File: src/rtl/register_pkg.sv
// rtl/register_pkg.sv - mode encoding and lane constants for register_universal
package register_pkg;

    localparam int LANE_WIDTH = 8;

    typedef enum logic [2:0] {
        MODE_HOLD = 3'b000,
        MODE_LOAD = 3'b001,
        MODE_INC  = 3'b010,
        MODE_DEC  = 3'b011,
        MODE_SHL  = 3'b100,
        MODE_SHR  = 3'b101,
        MODE_ROL  = 3'b110,
        MODE_ROR  = 3'b111
    } mode_t;

endpackage

File: src/rtl/register_byte_lane.sv
// rtl/register_byte_lane.sv - one 8-bit storage lane with enable and sync active-low clear
module register_byte_lane
    import register_pkg::*;
#(
    parameter logic [LANE_WIDTH-1:0] RESET_VALUE = '0
) (
    input  logic                  clock,
    input  logic                  clear_n,
    input  logic                  enable,
    input  logic [LANE_WIDTH-1:0] next,
    output logic [LANE_WIDTH-1:0] q
);

    always_ff @(posedge clock) begin
        if (!clear_n) begin
            q <= RESET_VALUE;
        end else if (enable) begin
            q <= next;
        end
    end

endmodule

File: src/rtl/register_universal.sv
// rtl/register_universal.sv - universal CPU register (load/inc/dec/shift/rotate); option REGISTER_UNIVERSAL_SHADOW_EN
module register_universal
    import register_pkg::*;
#(
    parameter int              WIDTH       = 16,
    parameter logic [WIDTH-1:0] RESET_VALUE = '0
) (
    input  logic                  clock,
    input  logic                  clear_n,
    input  logic                  clock_enable,
    input  logic [2:0]            mode,
    input  logic [WIDTH/8-1:0]    byte_en,
    input  logic [WIDTH-1:0]      d,
    input  logic                  serial_in,
`ifdef REGISTER_UNIVERSAL_SHADOW_EN
    input  logic                  save,
    input  logic                  restore,
`endif
    output logic [WIDTH-1:0]      q,
    output logic                  carry_out,
    output logic                  zero
);

    localparam int LANES = WIDTH / LANE_WIDTH;

    if ((WIDTH % LANE_WIDTH) != 0 || WIDTH < LANE_WIDTH) begin : g_bad_width
        $error("register_universal: WIDTH must be a non-zero multiple of 8");
    end

    localparam logic [WIDTH:0] ONE = {{WIDTH{1'b0}}, 1'b1};

    mode_t            op;
    logic [WIDTH:0]   sum_inc;
    logic [WIDTH:0]   sum_dec;
    logic [WIDTH-1:0] next_q;
    logic             next_carry;
    logic [LANES-1:0] lane_en;
    logic             restore_act;

    assign op      = mode_t'(mode);
    assign sum_inc = {1'b0, q} + ONE;
    assign sum_dec = {1'b0, q} - ONE;

`ifdef REGISTER_UNIVERSAL_SHADOW_EN
    logic [WIDTH-1:0] shadow;

    assign restore_act = restore;

    // Save captures the pre-update q, so save+restore naturally swaps.
    always_ff @(posedge clock) begin
        if (!clear_n) begin
            shadow <= RESET_VALUE;
        end else if (clock_enable && save) begin
            shadow <= q;
        end
    end
`else
    assign restore_act = 1'b0;
`endif

    always_comb begin
        next_q     = q;
        next_carry = carry_out;
        case (op)
            MODE_HOLD: begin
                next_q     = q;
                next_carry = carry_out;
            end
            MODE_LOAD: begin
                next_q     = d;
                next_carry = 1'b0;
            end
            MODE_INC: begin
                next_q     = sum_inc[WIDTH-1:0];
                next_carry = sum_inc[WIDTH];
            end
            MODE_DEC: begin
                next_q     = sum_dec[WIDTH-1:0];
                next_carry = sum_dec[WIDTH];
            end
            MODE_SHL: begin
                next_q     = {q[WIDTH-2:0], serial_in};
                next_carry = q[WIDTH-1];
            end
            MODE_SHR: begin
                next_q     = {serial_in, q[WIDTH-1:1]};
                next_carry = q[0];
            end
            MODE_ROL: begin
                next_q     = {q[WIDTH-2:0], q[WIDTH-1]};
                next_carry = q[WIDTH-1];
            end
            MODE_ROR: begin
                next_q     = {q[0], q[WIDTH-1:1]};
                next_carry = q[0];
            end
            default: begin
                next_q     = q;
                next_carry = carry_out;
            end
        endcase
`ifdef REGISTER_UNIVERSAL_SHADOW_EN
        if (restore_act) begin
            next_q     = shadow;
            next_carry = carry_out;
        end
`endif
    end

    // LOAD gates lanes by byte_en; every other operation rewrites the whole word.
    always_comb begin
        for (int i = 0; i < LANES; i++) begin
            lane_en[i] = clock_enable &&
                         (restore_act || (op != MODE_LOAD) || byte_en[i]);
        end
    end

    for (genvar i = 0; i < LANES; i++) begin : g_lane
        register_byte_lane #(
            .RESET_VALUE (RESET_VALUE[LANE_WIDTH*i +: LANE_WIDTH])
        ) u_lane (
            .clock   (clock),
            .clear_n (clear_n),
            .enable  (lane_en[i]),
            .next    (next_q[LANE_WIDTH*i +: LANE_WIDTH]),
            .q       (q[LANE_WIDTH*i +: LANE_WIDTH])
        );
    end

    always_ff @(posedge clock) begin
        if (!clear_n) begin
            carry_out <= 1'b0;
        end else if (clock_enable) begin
            carry_out <= next_carry;
        end
    end

    assign zero = (q == '0);

endmodule

File: config.mk
export PLATFORM = sky130hd
export DESIGN_NAME = register_universal
export DESIGN_NICKNAME = d
export VERILOG_FILES = /design/src/rtl/register_pkg.sv /design/src/rtl/register_byte_lane.sv /design/src/rtl/register_universal.sv
export SDC_FILE = /design/constraint.sdc
export NUM_CORES = 1
export LEC_CHECK = 0
export ABC_AREA = 1
export BUFFER_PORTS_ARGS = -buffer_cell sky130_fd_sc_hd__buf_2
export CORE_ASPECT_RATIO = 1.25
export CORE_MARGIN = 5
export CORE_UTILIZATION = 39
export CTS_CLUSTER_DIAMETER = 120
export DETAILED_ROUTE_END_ITERATION = 12
export GPL_TIMING_DRIVEN = 1
export PLACE_DENSITY = 0.61
export SETUP_SLACK_MARGIN = 0.2
export SLEW_MARGIN = 10
export SYNTH_ARGS = -nofsm -noshare
export SYNTH_HDL_FRONTEND = slang
export SYNTH_HIERARCHICAL = 1
export SYNTH_SLANG_ARGS = --single-unit
File: constraint.sdc
create_clock -name clock -period 2.45 [get_ports clock]
set_clock_uncertainty 0.15 [all_clocks]
set_input_delay 0.245 -clock clock [delete_from_list [all_inputs] [get_ports clock]]
set_output_delay 0.245 -clock clock [all_outputs]
set_load 0.1 [all_outputs]
# After elaboration in Yosys (flattened, before gate mapping)
# Cells that the tools add are included.
# totals
ff_bits	17
latchBits	0
ram_bits	0
rom_bits	0
elab_cells	27
memories	0
# op_classes
addsub	2
mul	0
div	0
order_cmp	0
eq_ne	8
n_shift	0
n_mux	2
bitwise	1
reduce_logical	11
# op_table
operator	count
$pmux W16 S7	1
$add A16 B1 Y17 const B	1
$sub A16 B1 Y17 const B	1
$logic_not A16 Y1	1
$eq A3 B3 Y1 const B	4
$eq A3 B2 Y1 const B	2
$reduce_and A2 Y1	3
$pmux W1 S5	1
$reduce_or A2 Y1	2
$eq A3 B1 Y1 const B	1
$logic_not A3 Y1	1
$ne A3 B1 Y1 const B	1
$logic_and A1 B1 Y1	2
$logic_or A1 B1 Y1	2
$not A1 Y1	1

# Logic depth before layout (Yosys ltp)
# Gate-level depths: netlist of run 1.
# depth
word_depth	4
depth_mapped	14

# Modules after synthesis
# Netlist of run 1, hierarchy kept.
# by_module_without_submodules
module	n_inst	cells_per_inst	area_per_inst_um2
register_universal	1	355	1677.9
register_byte_lane	2	51	356.6

# Least setup slack after synthesis of run 1
# OpenSTA, ideal clock, no wires.
# synth_path
path_kind	flip-flop to output port
start	register g_lane[0].u_lane.q[0]
end	output zero
t_arrival_ps	3702
required_ps	2055
slack_ps	-1647
path_stages_with_launch	9
n_path_buf	0
cell_sequence	dfxtp_1 > inv_2 > ha_1 > nand2_2 > inv_1 > nand2_1 > nor2_1 > nand4_1 > nor3_1
# synth_between
elab_chain_len	1
# synth_rtl
item	line	text
from (decl)	register_byte_lane.sv:11	output logic [LANE_WIDTH-1:0] q
from (signal assigned)	register_byte_lane.sv:18	q <= next;
$logic_not A16 Y1	register_universal.sv:138	assign zero = (q == '0);
to (decl)	register_universal.sv:21	output logic zero
# No other way between the ends.

# Final worst setup path of run 1
# layout_path
start	register g_lane[0].u_lane.q[1]
end	output zero
# Same word-level chain as after synthesis.

==> flow_summary.yaml, run 1 <==
run_status:
  run_status: "complete, no violations"
timing:
  setup_slack_ps: 308.3
  setup_tns_ps: 0
  max_freq_mhz: 466.9
  period_needed_ps: 2142
  final-setup-viol-count: 0
  hold_viol: 0
  rsz0062_at_grt: "false"
  slew_headroom: 0.6210
  max_slew.worst_pin.slew_ps: 566.6
  post-route-period-util: 0.8742
  final_max_slew_viol_count: 0
  hold_ws_ps: 187.5
yosys:
  synth_seq_area_share: 0.1423
  synth_cell_types: 29
  syn_nets: 484
  ys_ff_latch: 17
  syn_area_sq_um: 2391
  syn_inst: 457
  syn_area_per_cell_sq_um: 5.232
  yosys_warnings: 6
critical_path:
  critical_path.cell_chain: "inv_2 > ha_4 > nand2_4 > inv_2 > nand2_2 > nor2_2 > nand4_1 > nor3_4 > buf_12"
  path_delay_family: "simple AND/OR/NAND/NOR gates"
  slowest_stage: "dfxtp_4"
  setup.worst_path.class: "flop to primary output"
  path_common_cell: "inv_2"
  worstSetupStartpointType: "flop"
  worst-path-buf-inv: 3
  crit_arrival_ps: 1750
  max_stage_delay_ps: 380
  crit_fanout: 9
  endpoint_kind: "primary output"
  cp.required_ps: 2060
floorplan:
  core_sq_um: 6086
  die-height_um: 97.54
  std_cell_rows: 32
  start_util: 0.3929
  die_area_sq_um: 7807
  fp.dieW_um: 80.04
  ioPinCount: 43
clock_tree:
  cts_hold_buf: 0
  cts-resized-gates: 0
  cts_tree: "done"
  root_buffer: "clkbuf_8"
  htree_levels: 1
  clock_sinks: 17
  clk_latency_ps: 270
  numCtsBuffers: 3
  cts_setup_buffers: 0
  cts_buffer_depth: 2
  clk_pin_slew_ps: 80
routing:
  via_per_inst: 5.138
  wire_per_inst_um: 14.04
  drc: 0
  vias: 2913
  first_pass_iters: 6
  first_iter_violations: 307
  antenna_left: 0
  routed_wl_um: 7958
layout:
  fillCellCount: 714
  final_common_cell: "nand2_1"
  nets: 510
  area_growth_pct: 10.68
  final_util: 0.4348
  final_cell_mix: "nand2_1, nor2_1, nand3_1"
  n_antenna_cell: 0
  drive_gt1_frac: 0.1867
placed_design:
  pre_cts_ws_ps: 504.4
  dp.final_hpwl_um: 5917
  io_buffers: 42
  gp_congestion: 0.8688
hold_path:
  hp-class: "primary input to flop"
pwr:
  p_leak_nw: 1.323
  switching_share: 0.5198
  pwr-share-seq: 0.311
  finalPower_w: 0.001198
  combPwrFrac: 0.491
  p_int_w: 0.0005752
  max-vdd-ir-drop_uv: 265.0
  p_per_area_nw_per_um2: 452.7
  switchingPower_w: 0.0006227
  clock_power_share: 0.198
global_route:
  grt_pass1_vias: 2634
  overflow: 0
  antenna_found_initial: 0
  grt_util_all_layers: 0.2068
  grt_pass1_wl_um: 13030
  grt_max_degree: 18
job:
  cap_violations: 0
[path summary, 6_finish.rpt]
check / end / slack [ps] / depth (start not counted) / start
max: zero / 310 / 9 / g_lane[0].u_lane/q[1]
min: carry_out / 190 / 5 / clock_enable
max reg2reg: g_lane[1].u_lane/q[6] / 450 / 13 / g_lane[0].u_lane/q[0]
min reg2reg: carry_out / 330 / 2 / carry_out
[per-stage QoR]
stage          cell area (sq um)  std cells
6_report                    2646        567
5_1_grt                     2646        567
4_1_cts                     2631        565
3_5_place_dp                2586        561
3_3_place_gp                2586        561
2_1_floorplan               2471        457
[cell usage after synthesis]
cell type / count / area (sq um)
a21oi_1: 16 / 80.08
a22oi_1: 3 / 22.52
a31oi_1: 2 / 12.51
and2_1: 1 / 6.260
buf_2: 9 / 45.04
buf_4: 2 / 15.01
buf_6: 9 / 101.4
buf_8: 4 / 60.06
clkbuf_1: 1 / 3.750
dfxtp_1: 17 / 340.3
ha_1: 2 / 25.02
inv_1: 54 / 202.7
inv_2: 5 / 18.77
inv_4: 1 / 6.260
nand2_1: 129 / 484.2
nand2_2: 7 / 43.79
nand3_1: 60 / 300.3
nand4_1: 13 / 81.33
nor2_1: 86 / 322.8
nor2_2: 4 / 25.02
nor2_4: 2 / 22.52
nor3_1: 3 / 15.01
nor3_4: 1 / 16.27
o2111ai_1: 1 / 8.760
o211ai_1: 1 / 7.510
o21ai_0: 19 / 95.09
o21ai_1: 2 / 10.01
o22ai_1: 2 / 12.51
or2_2: 1 / 6.260
[power by group through the flow]
stage | Sequential (W) | Combinational, W | Clock, W
finish | 0.000372 | 0.000589 | 0.000237
global route | 0.000380 | 0.000648 | 0.000259
CTS | 0.000373 | 0.000581 | 0.000249
detailed placement | 0.000380 | 0.000580 | 0
global placement | 0.000378 | 0.000578 | 0
floorplan | 0.000489 | 0.000372 | 0
[per-layer routing]
| layer | track usage | part of all wire | wire, um |
|---|---|---|---|
| met3 | 0.01763 | 0.052 | 417 |
| met5 | 0 | 0 | 0 |
| met1 | 0.2709 | 0.43 | 3421 |
| met4 | 0.07282 | 0.022 | 178 |
| met2 | 0.3482 | 0.50 | 3941 |
[layout make-up]
type	count	area (sq um)	share of cell area
Tap cell	85	106.4	0.04019
Inverter	60	232.7	0.08794
Timing Repair Buffer	46	255.2	0.09645
Sequential cell	17	370.4	0.1400
Multi-Input combinational cell	355	1637	0.6184
Clock buffer	4	45.04	0.01702
[worst reg2reg max path: cells and delay by family (launching register included)]
| family | cells | cell delay, ps |
|---|---|---|
| adder cells (fa/ha/maj) | 1 | 190 |
| buffers and inverters | 2 | 220 |
| flip-flops | 1 | 400 |
| AND/OR/NAND/NOR | 10 | 940 |
[state kept, by name (all words and copies together), names as in the netlist]
signal and flops:
g_lane.u_lane/q 16, carry_out 1
[logic make-up after synthesis]
family                     Yosys count  share of synthesized area
and+or+nand+nor                    307                     0.5536
adders and majority gates            2                    0.01046
buffers and inverters               85                     0.1894
DFF                                 17                     0.1423
AOI/OAI and AO/OA                   46                     0.1041
Power figures use the tool's default switching activity.
==> inputs of run 2 (changes only) <==
- CELL_PAD_IN_SITES_DETAIL_PLACEMENT: unset -> 1
- CELL_PAD_IN_SITES_GLOBAL_PLACEMENT: unset -> 2
- CORE_UTILIZATION: 39 -> 30
- PLACE_DENSITY: 0.61 -> 0.89
==> run 2 against run 1 <==
Net effect: sequential share of layout area is 0.14 points lower; design area increased by 1.0%; routed wire length rose by 16%; clock-buffer cell count unchanged; maximum frequency decreased by 0.99%; critical path depth is the same; die area rose by 26%; critical endpoint unchanged.
==> flow_summary.yaml, run 2 (synthesis gave the netlist of run 1 again) <==
timing:
  setup_slack_ps: 286.9
  hold_viol: 0
  setup_tns_ps: 0
  final_max_slew_viol_count: 0
  period_needed_ps: 2163
  slew_headroom: 0.6046
  post-route-period-util: 0.8829
  max_freq_mhz: 462.3
  final-setup-viol-count: 0
  rsz0062_at_grt: "false"
  max_slew.worst_pin.slew_ps: 591.1
floorplan:
  std_cell_rows: 36
  fp.dieW_um: 89.85
  die-height_um: 109.8
  start_util: 0.3068
  core_sq_um: 7792
  ioPinCount: 43
  die_area_sq_um: 9867
critical_path:
  worstSetupStartpointType: "flop"
  crit_fanout: 6
  path_delay_family: "simple AND/OR/NAND/NOR gates"
  max_stage_delay_ps: 370
  cp.required_ps: 2060
  critical_path.cell_chain: "inv_2 > ha_4 > nand2_4 > inv_4 > nand2_2 > nor2_4 > nand4_1 > nor3_4 > buf_12"
  reg2reg_from: "g_lane[0].u_lane/q[0]"
  cp-startpoint: "g_lane[0].u_lane/q[1]"
  endpoint_kind: "primary output"
  worst-path-buf-inv: 3
  setup.worst_path.class: "flop to primary output"
  crit_arrival_ps: 1770
  r2r_end: "g_lane[1].u_lane/q[6]"
  crit_cells: 9
  slowest_stage: "dfxtp_4"
  crit_path_end: "zero"
  r2r_cells: 13
  ff2ff_setup_slack_ps: 410
global_route:
  grt_util_all_layers: 0.1858
  grt_pass1_wl_um: 15080
  antenna_found_initial: 0
  grt_pass1_vias: 3075
  grt_max_degree: 18
  overflow: 0
layout:
  drive_gt1_frac: 0.1884
  fillCellCount: 1130
  final_cell_mix: "nand2_1, nor2_1, nand3_1"
  largest_reg_flops: 16
  register_area_sq_um: 370.4
  final_common_cell: "nand2_1"
  fin_area_sq_um: 2674
  largest-register: "g_lane.u_lane/q"
  instances_no_fill: 578
  multi_input_area_sq_um: 1642
  largestRegisters: "g_lane.u_lane/q: 16 flops, carry_out: 1 flops"
  area_growth_pct: 11.83
  n_antenna_cell: 0
  nets: 511
routing:
  wire_per_inst_um: 15.93
  routed_wl_um: 9208
  first_iter_violations: 160
  vias: 2952
  top_layer: "met4"
  wl_met3_um: 203
  drc: 0
  antenna_left: 0
  wl_met1_um: 4117
  wl_met2_um: 4815
  first_pass_iters: 4
  via_per_inst: 5.107
placed_design:
  pre_cts_ws_ps: 489.1
  io_buffers: 42
  dp_cells: 572
  placed_area_sq_um: 2606
  gp_congestion: 0.8979
  dp.final_hpwl_um: 7004
clock_tree:
  cts_buffer_depth: 2
  root_buffer: "clkbuf_8"
  clk_pin_slew_ps: 80
  clk_latency_ps: 270
  numCtsBuffers: 3
  cts_hold_buf: 0
  cts_tree: "done"
  htree_levels: 1
  clock_sinks: 17
hold_path:
  hp-class: "primary input to flop"
job:
  cap_violations: 0
pwr:
  max-vdd-ir-drop_uv: 190.7
  p_per_area_nw_per_um2: 458.8
  p_leak_nw: 1.329
run_status:
  run_status: "complete, no violations"
==> run 2: through the flow <==
step / utilization / power [W] / hold WS, ps
6_report: 0.3431 / 0.001227 / 198.1
5_1_grt: 0.3431 / 0.001319 / 229.7
4_1_cts: 0.3412 / 0.001235 / 187.4
3_5_place_dp: 0.3345 / 0.0009845 / 326.8
3_3_place_gp: 0.3345 / 0.0009721 / 310.6
2_1_floorplan: - / 0.0008610 / 204.2
==> run 2: per-layer routing <==
layer	vias to the layer above	track usage
li1	1494	-
met1	1406	0.2188
met2	45	0.3619
met3	7	0.02259
met4	0	0.03404
met5	-	0
==> run 2: tightest hold or removal path, stage by stage <==
cell and delay (ps):
buf_2 110, inv_1 60, nor2_1 50, nand2_1 50, a21oi_1 50
==> run 2: cell type report <==
class	instances	area share
Sequential cell	17	0.1385
Multi-Input combinational cell	355	0.6139
Tap cell	95	0.04445
Timing Repair Buffer	47	0.09827
Inverter	60	0.08797
Clock buffer	4	0.01685
==> run 2: what timing repair did <==
item,CTS,global route
pin swaps,1,2
gates resized for setup,0,2
setup buffers,1,1
endpoints found under the setup margin,1,1
==> run 2: power by group <==
group	total, W	internal [W]	switching, W
clock	0.000238	0.000116	0.000122
combinational	0.000619	0.000161	0.000458
sequential	0.000369	0.000301	0.0000680
total	0.00123	0.000579	0.000648
==> run 2: worst min-delay path by stage <==
stage | to | cells past startpoint | startpoint
after floorplan | carry_out | 2 | clear_n
after global placement | carry_out | 2 | carry_out
after detailed placement | carry_out | 2 | carry_out
after CTS | carry_out | 5 | clock_enable
after global routing | carry_out | 5 | clock_enable
final | carry_out | 5 | clock_enable
==> inputs of run 3 (changes only) <==
- BUFFER_PORTS_ARGS: -buffer_cell sky130_fd_sc_hd__buf_2 -> -buffer_cell sky130_fd_sc_hd__buf_4
==> run 3 against run 2 <==
Net effect: worst hold slack lost 34 ps; sequential cell count did not move; power is 2.8% higher; largest cell class unchanged; setup slack worse by 3.7 ps; critical path type unchanged; register-to-register slack better by 30 ps; die area is the same; sequential share of layout area down 0.62 points; design area rose by 4.7%; first-iteration DRC count shrank 33%; global-route usage is 0.53 points higher; critical path depth is the same.
==> flow_summary.yaml, run 3 (synthesis gave the netlist of run 1 again) <==
routing:
  routed_wl_um: 9408
  vias: 3016
  first_pass_iters: 4
  wire_per_inst_um: 16.19
  via_per_inst: 5.191
  antenna_left: 0
  first_iter_violations: 107
  drc: 0
timing:
  rsz0062_at_grt: "false"
  setup_slack_ps: 283.2
  post-route-period-util: 0.8844
  period_needed_ps: 2167
  final_max_slew_viol_count: 0
  max_slew.worst_pin.slew_ps: 565.7
  setup_tns_ps: 0
  max_freq_mhz: 461.5
  final-setup-viol-count: 0
  hold_viol: 0
  slew_headroom: 0.6224
clock_tree:
  numCtsBuffers: 3
  clk_pin_slew_ps: 80
  cts_tree: "done"
  clock_sinks: 17
  root_buffer: "clkbuf_8"
  cts_buffer_depth: 2
  htree_levels: 1
  cts_hold_buf: 0
  clk_latency_ps: 270
pwr:
  max-vdd-ir-drop_uv: 242.6
  p_per_area_nw_per_um2: 450.7
  p_leak_nw: 1.368
critical_path:
  crit_arrival_ps: 1770
  cp.required_ps: 2060
  setup.worst_path.class: "flop to primary output"
  crit_fanout: 6
  endpoint_kind: "primary output"
  worstSetupStartpointType: "flop"
global_route:
  grt_util_all_layers: 0.1911
  antenna_found_initial: 0
  grt_max_degree: 18
  overflow: 0
  grt_pass1_vias: 3041
  grt_pass1_wl_um: 15330
layout:
  nets: 514
  final_cell_mix: "nand2_1, nor2_1, nand3_1"
  area_growth_pct: 17.06
  fillCellCount: 1118
  drive_gt1_frac: 0.1934
  largest-register: "g_lane.u_lane/q"
  largest_reg_flops: 16
  final_common_cell: "nand2_1"
  n_antenna_cell: 0
  fin_area_sq_um: 2799
  largestRegisters: "g_lane.u_lane/q: 16 flops, carry_out: 1 flops"
floorplan:
  ioPinCount: 43
  std_cell_rows: 36
  die_area_sq_um: 9867
  fp.dieW_um: 89.85
  start_util: 0.3068
  core_sq_um: 7792
  die-height_um: 109.8
placed_design:
  dp.final_hpwl_um: 7108
  pre_cts_ws_ps: 413.0
  gp_congestion: 0.9285
  placed_area_sq_um: 2689
  io_buffers: 42
job:
  cap_violations: 0
hold_path:
  hp-class: "primary input to flop"
run_status:
  run_status: "complete, no violations"
[run 3: cell types whose count changed in the layout (fill, tap and decap cells not counted)]
| cell | delta |
|---|---|
| buf_2 | -41 |
| buf_4 | +44 |
[run 3: path summary, 6_finish.rpt]
path,end,start,slack [ps],cells past startpoint
max,zero,g_lane[0].u_lane/q[0],280,9
min,carry_out,clear_n,160,3
max reg2reg,g_lane[1].u_lane/q[6],g_lane[0].u_lane/q[0],440,13
min reg2reg,carry_out,carry_out,340,2
[run 3: critical path, stage by stage (launching register included)]
cell,delay (ps)
dfxtp_4,370
inv_6,80
ha_4,160
nand2_4,70
inv_4,70
nand2_2,70
nor2_4,110
nand4_1,140
nor3_4,230
buf_12,200
[run 3: final cells by class]
cell class	instances	area, sq um	share of cell area
inverter	60	235.2	0.08404
clock buffer	4	45.04	0.01609
timing repair buffer	50	387.9	0.1386
multi-input combinational	355	1642	0.5865
sequential	17	370.4	0.1323
tap	95	118.9	0.04247
[run 3: report_power, final]
| group | internal [W] | leakage [nW] | switching [W] |
|---|---|---|---|
| sequential | 0.000301 | 0.147 | 0.0000720 |
| clock | 0.000116 | 0.0228 | 0.000127 |
| combinational | 0.000189 | 1.20 | 0.000455 |
[run 3: repair_timing]
action | in CTS | in global routing
hold endpoints to repair | 0 | 0
buffers inserted | 0 | 6
pin swaps | 1 | 3
resized for setup | 3 | 2
cloned | 0 | 0
setup endpoints to repair | 1 | 1
[run 3: per-layer routing]
metal | track usage | share of wire | up-vias
li1 | - | - | 1506
met4 | 0.06915 | 0.029 | 0
met2 | 0.3504 | 0.51 | 58
met3 | 0.02259 | 0.030 | 19
met5 | 0 | 0 | -
met1 | 0.2293 | 0.43 | 1433
[run 3: metrics by stage]
step | hold slack (ps) | cells | utilization | total power (W)
floorplan | 204.2 | 457 | - | 0.0008610
global placement | 316.0 | 571 | 0.3451 | 0.0009929
detailed placement | 340.3 | 571 | 0.3451 | 0.001005
CTS | 161.6 | 575 | 0.3524 | 0.001261
global route | 178.0 | 581 | 0.3592 | 0.001350
finish | 164.4 | 581 | 0.3592 | 0.001262
